[config.mk]
export PLATFORM = sky130hd
export DESIGN_NAME = rv32_exec_datapath
export DESIGN_NICKNAME = d
export VERILOG_FILES = /design/src/rtl/alu_pkg.sv /design/src/rtl/dp_register.sv /design/src/rtl/rv32_exec_datapath.sv
export SDC_FILE = /design/constraint.sdc
export NUM_CORES = 2
export LEC_CHECK = 0
export CORE_UTILIZATION = 35
export CTS_BUF_LIST = sky130_fd_sc_hd__clkbuf_4 sky130_fd_sc_hd__clkbuf_8
export DETAILED_ROUTE_END_ITERATION = 6
export HOLD_SLACK_MARGIN = 0.05
export PLACE_DENSITY = 0.49
export SYNTH_ARGS = -nofsm -noshare
export SYNTH_HDL_FRONTEND = slang
export SYNTH_SLANG_ARGS = --single-unit
[constraint.sdc]
create_clock -name clk -period 21.3 [get_ports clk]
set_input_delay 4.26 -clock clk [delete_from_list [all_inputs] [get_ports clk]]
set_output_delay 4.26 -clock clk [all_outputs]
set_load 0.01 [all_outputs]
[src/rtl/alu_pkg.sv]
// ============================================================================
// Module   : alu_pkg
// Brief    : ALU operation encoding and a debug name helper for the RV32I
//            execute datapath.
// Revision : 1.0 - initial release
// ============================================================================
`default_nettype none

package alu_pkg;

    typedef enum logic [3:0] {
        ALU_INVALID = 4'b0000,
        ALU_AND     = 4'b0001,
        ALU_OR      = 4'b0010,
        ALU_XOR     = 4'b0011,
        ALU_SLL     = 4'b0101,
        ALU_SRL     = 4'b0110,
        ALU_SRA     = 4'b0111,
        ALU_ADD     = 4'b1000,
        ALU_SUB     = 4'b1100,
        ALU_SLT     = 4'b1101,
        ALU_SLTU    = 4'b1111
    } alu_control_t;

    function automatic string alu_control_name(input logic [3:0] op);
        case (op)
            ALU_INVALID: return "INVALID";
            ALU_AND:     return "AND";
            ALU_OR:      return "OR";
            ALU_XOR:     return "XOR";
            ALU_SLL:     return "SLL";
            ALU_SRL:     return "SRL";
            ALU_SRA:     return "SRA";
            ALU_ADD:     return "ADD";
            ALU_SUB:     return "SUB";
            ALU_SLT:     return "SLT";
            ALU_SLTU:    return "SLTU";
            default:     return "UNKNOWN";
        endcase
    endfunction

endpackage

`default_nettype wire

[src/rtl/dp_register.sv]
// ============================================================================
// Module   : dp_register
// Brief    : N-bit register with synchronous active-high reset and load enable.
// Revision : 1.0 - initial release
// ============================================================================
`default_nettype none

module dp_register #(
    parameter int         N     = 32,
    parameter logic [N-1:0] RESET = '0
) (
    input  logic         clk,
    input  logic         rst,
    input  logic         ena,
    input  logic [N-1:0] d,
    output logic [N-1:0] q
);

    always_ff @(posedge clk) begin
        if (rst) begin
            q <= RESET;
        end else if (ena) begin
            q <= d;
        end
    end

endmodule

`default_nettype wire

[src/rtl/rv32_exec_datapath.sv]
// ============================================================================
// Module   : rv32_exec_datapath
// Brief    : RV32I execute slice: 32x32 register file, combinational ALU and
//            enabled result register. Optional macro REGFILE_BYPASS_EN enables
//            same-cycle write-to-read forwarding on both read ports.
// Revision : 1.0 - initial release
// ============================================================================
`default_nettype none

module rv32_exec_datapath
    import alu_pkg::*;
#(
    parameter logic [31:0] RES_RESET = 32'h0000_0000
) (
    input  logic        clk,
    input  logic        rst,
    input  logic        wr_ena,
    input  logic [4:0]  wr_addr,
    input  logic [31:0] wr_data,
    input  logic [4:0]  rd_addr0,
    input  logic [4:0]  rd_addr1,
    output logic [31:0] rd_data0,
    output logic [31:0] rd_data1,
    input  logic        a_sel,
    input  logic        b_sel,
    input  logic [31:0] ext_a,
    input  logic [31:0] ext_b,
    input  logic [3:0]  alu_control,
    output logic [31:0] alu_result,
    output logic        overflow,
    output logic        zero,
    output logic        equal,
    input  logic        res_ena,
    output logic [31:0] res_q
);

    logic [31:0][31:0] regs;
    logic [31:0]       a;
    logic [31:0]       b;
    logic [31:0]       add_res;
    logic [31:0]       sub_res;
    logic [4:0]        shamt;

    // x0 is hardwired; only x1..x31 hold state
    assign regs[0] = '0;

    for (genvar i = 1; i < 32; i++) begin : g_regs
        logic we;
        assign we = wr_ena && (wr_addr == 5'(i));

        dp_register #(
            .N     (32),
            .RESET (32'h0000_0000)
        ) u_reg (
            .clk (clk),
            .rst (rst),
            .ena (we),
            .d   (wr_data),
            .q   (regs[i])
        );
    end

`ifdef REGFILE_BYPASS_EN
    assign rd_data0 = (wr_ena && (wr_addr != 5'd0) && (rd_addr0 == wr_addr)) ? wr_data : regs[rd_addr0];
    assign rd_data1 = (wr_ena && (wr_addr != 5'd0) && (rd_addr1 == wr_addr)) ? wr_data : regs[rd_addr1];
`else
    assign rd_data0 = regs[rd_addr0];
    assign rd_data1 = regs[rd_addr1];
`endif

    assign a       = a_sel ? ext_a : rd_data0;
    assign b       = b_sel ? ext_b : rd_data1;
    assign add_res = a + b;
    assign sub_res = a - b;
    assign shamt   = b[4:0];

    always_comb begin
        alu_result = '0;
        overflow   = 1'b0;
        case (alu_control)
            ALU_AND:  alu_result = a & b;
            ALU_OR:   alu_result = a | b;
            ALU_XOR:  alu_result = a ^ b;
            ALU_SLL:  alu_result = a << shamt;
            ALU_SRL:  alu_result = a >> shamt;
            ALU_SRA:  alu_result = $unsigned($signed(a) >>> shamt);
            ALU_ADD: begin
                alu_result = add_res;
                overflow   = (a[31] == b[31]) && (add_res[31] != a[31]);
            end
            ALU_SUB: begin
                alu_result = sub_res;
                overflow   = (a[31] != b[31]) && (sub_res[31] != a[31]);
            end
            ALU_SLT:  alu_result = {31'b0, ($signed(a) < $signed(b))};
            ALU_SLTU: alu_result = {31'b0, (a < b)};
            default:  alu_result = '0;
        endcase
    end

    assign zero  = (alu_result == 32'd0);
    assign equal = (a == b);

    dp_register #(
        .N     (32),
        .RESET (RES_RESET)
    ) u_res (
        .clk (clk),
        .rst (rst),
        .ena (res_ena),
        .d   (alu_result),
        .q   (res_q)
    );

endmodule

`default_nettype wire

==> impl_metrics.toml <==
[cts]
cts.clk_slew.worst_paths_ns = 0.06
clock_sinks = 1024
cts_resized = 0
htreeDepth = 4
cts_inserted_buffers = 187
post_cts_buffers = 0
cts_max_path_buffers = 3
hold_buffers = 0
cts_root_buf = "clkbuf_8"
tritoncts = "done"
insertion_delay_ns = 0.99

[grt]
grt_pass1_wl_um = 439000
track_usage_pct = 34.8
antenna_found_initial = 28
grt_max_degree = 211
grt_remaining_overflow = 0
grt_pass1_vias = 56700

[hold_path]
hold_class = "reg -> reg"
min_from = "g_regs[10].u_reg.q[28]"

[die]
die_y_um = 421
core_um2 = 174000
die_w_um = 421
rows = 153
die-area_um2 = 177000
ios = 252
start_util_pct = 35.3

[logic_synthesis]
synth_edf_count = 0
synth_top_cell_area_share_pct = 33.4
synth.largest_area_cell = "dfxtp_1"
postSynthRegisterBits = 1024
syn-instance-count = 7501
synth_ff_type = "dfxtp_1"
synth_nets = 7721
postSynthAreaPerCell_um2 = 8.17
ys_types = 86
netlist_top_cells_area = "dfxtp_1 (33%), nand2_1 (13%), mux4_2 (11%), mux2i_1 (10%), a21oi_1 (9.8%)"
synth_area_um2 = 61300
ys_seq_area_share_pct = 33.4
synth_warnings = 0
async_flop_share_pct = 0

[setup_path]
end_kind = "output port"
worstPathRequired_ns = 17.04
worstSetupStartpointType = "input pin"
startpoint = "rd_addr0[1]"
worstPathArrival_ns = 13.47
path_max_fanout = 52
critPathKind = "in -> out"
r2r-start = "g_regs[7].u_reg.q[0]"

[final_layout]
drive_above_1_share_pct = 13.8
final_common_cell = "nand2_1"
most-common-layout-cells = "nand2_1 (2154), a21oi_1 (1198), dfxtp_1 (1024), mux2i_1 (617), mux4_2 (293)"
post-route-cell-area_um2 = 69600
final_nets = 7632
fill_cells = 17600
area.growth.synth_to_final_pct = 13.5

[run_status]
run_status = "finished with violations"
violations = "capacitance limit, slew limit"

[timing]
hold_viol = 0
final-max-slew-violation-count = 3
slew_headroom_pct = -3.11
fin_setup_tns_ns = 0
period_minus_slack_ns = 17.73
period_share_pct = 83.3
finalClockSkew_ns = 0.0719
grt_setup_unrepaired = "no"
fin_hold_ws_ns = 0.465
setup_viol = 0
max_freq_mhz = 56.4
tightest_slew_ns = 1.53

[routing]
drt_pass1_iterations = 6
wl_per_cell_um = 31.9
drt-initial-drc-count = 7930
wl_um = 316000
vias_per_cell = 6.07
drc = 0
antenna_left = 0
vias = 60100

[pwr]
p_total_mw = 5.02
power.density_nw_per_um2 = 72.2
p_leak_nw = 24.8
peakVddDrop_v = 0.0000641

[run]
cap_violations = 1

[place]
place_hpwl_um = 195000
portBuffers = 251
place.gp.congestion = 1.01
dpl_cell_area_um2 = 65400
-- worst max-delay path, cell delays in order --
cell	delay (ns)
buf_8	0.24
buf_4	0.62
buf_4	0.86
mux2_2	0.31
a22oi_1	0.06
o211a_1	0.27
nor4_1	0.92
mux2i_1	0.49
ha_1	0.61
nand4_1	0.14
nor2_1	0.32
nand2_1	0.12
o21ai_0	0.73
or3b_2	0.53
nand2_1	0.07
nor2_1	0.05
xnor2_1	0.11
a2111oi_0	0.80
o211ai_1	0.26
or2_0	0.26
nor4_1	0.38
nand4_1	0.18
nor2_1	0.18
clkdlybuf4s50_1	0.56
-- area by class of cell --
type | instances | area (um^2) | area share (%)
antenna | 16 | 40.0 | 0.0575
clock inverter | 37 | 384 | 0.552
clock buffer | 301 | 3750 | 5.39
inverter | 134 | 508 | 0.730
timing repair buffer | 426 | 3930 | 5.64
multi-input combinational | 5639 | 37600 | 54.0
sequential | 1024 | 20500 | 29.5
tap | 2325 | 2910 | 4.18
-- power by group --
| part | internal (mW) | switching, mW |
|---|---|---|
| Combinational | 0.313 | 0.657 |
| Sequential | 1.93 | 0.0136 |
| Clock | 1.17 | 0.936 |
| Total | 3.42 | 1.61 |
-- per-stage QoR --
stage	instances	setup slack (ns)	utilization (%)
after floorplan	7501	6.63	-
after global placement	9548	3.84	37.6
after detailed placement	9548	3.76	37.6
after CTS	9886	3.72	40.0
after global routing	9899	3.48	40.0
final	9902	3.57	40.0
-- cell families after synthesis --
kind of cell               synth area share (%)
adders and majority gates                  2.05
muxes                                      22.9
xor gates and xnor gates                  0.443
AOI/OAI and AO/OA                          18.3
and+or+nand+nor                            16.8
DFF                                        33.4
buffers and inverters                      6.04
-- metal layers --
metal  wire length [um]  up-vias  track usage, %
li1                   -    26300               -
met1             124000    29600            44.2
met4              21100        8            21.2
met5                 52        -               0
met3              30500      798            7.86
met2             140000     3387            53.6
-- registers in the layout (all words and copies together) (netlist names) --
name,flops
u_res.q,32
g_regs.u_reg.q,992
-- worst paths after layout --
path                       endpoint  slack, ns  depth (start not counted)
max                            zero       3.57                         24
min reg2reg  g_regs[10].u_reg.q[28]       0.47                          2
max reg2reg             u_res.q[20]      14.20                         23
min          g_regs[10].u_reg.q[28]       0.47                          2
-- Yosys cell counts, drive strengths merged (16+ instances only) --
| cell | number |
|---|---|
| a22o | 28 |
| a21oi | 1198 |
| nor3 | 41 |
| clkbuf | 546 |
| nand2b | 19 |
| ha | 97 |
| mux2 | 92 |
| o21bai | 16 |
| o21ai | 73 |
| a22oi | 261 |
| o22ai | 33 |
| nor2 | 204 |
| buf | 158 |
| o211a | 36 |
| dfxtp | 1024 |
| nand2 | 2186 |
| mux4 | 294 |
| mux2i | 628 |
| a211oi | 42 |
| nor4 | 55 |
| nand3 | 36 |
| o211ai | 25 |
| inv | 133 |
| o21a | 34 |
| o221ai | 18 |
| xnor2 | 27 |
(Power assumes the default switching activity.)
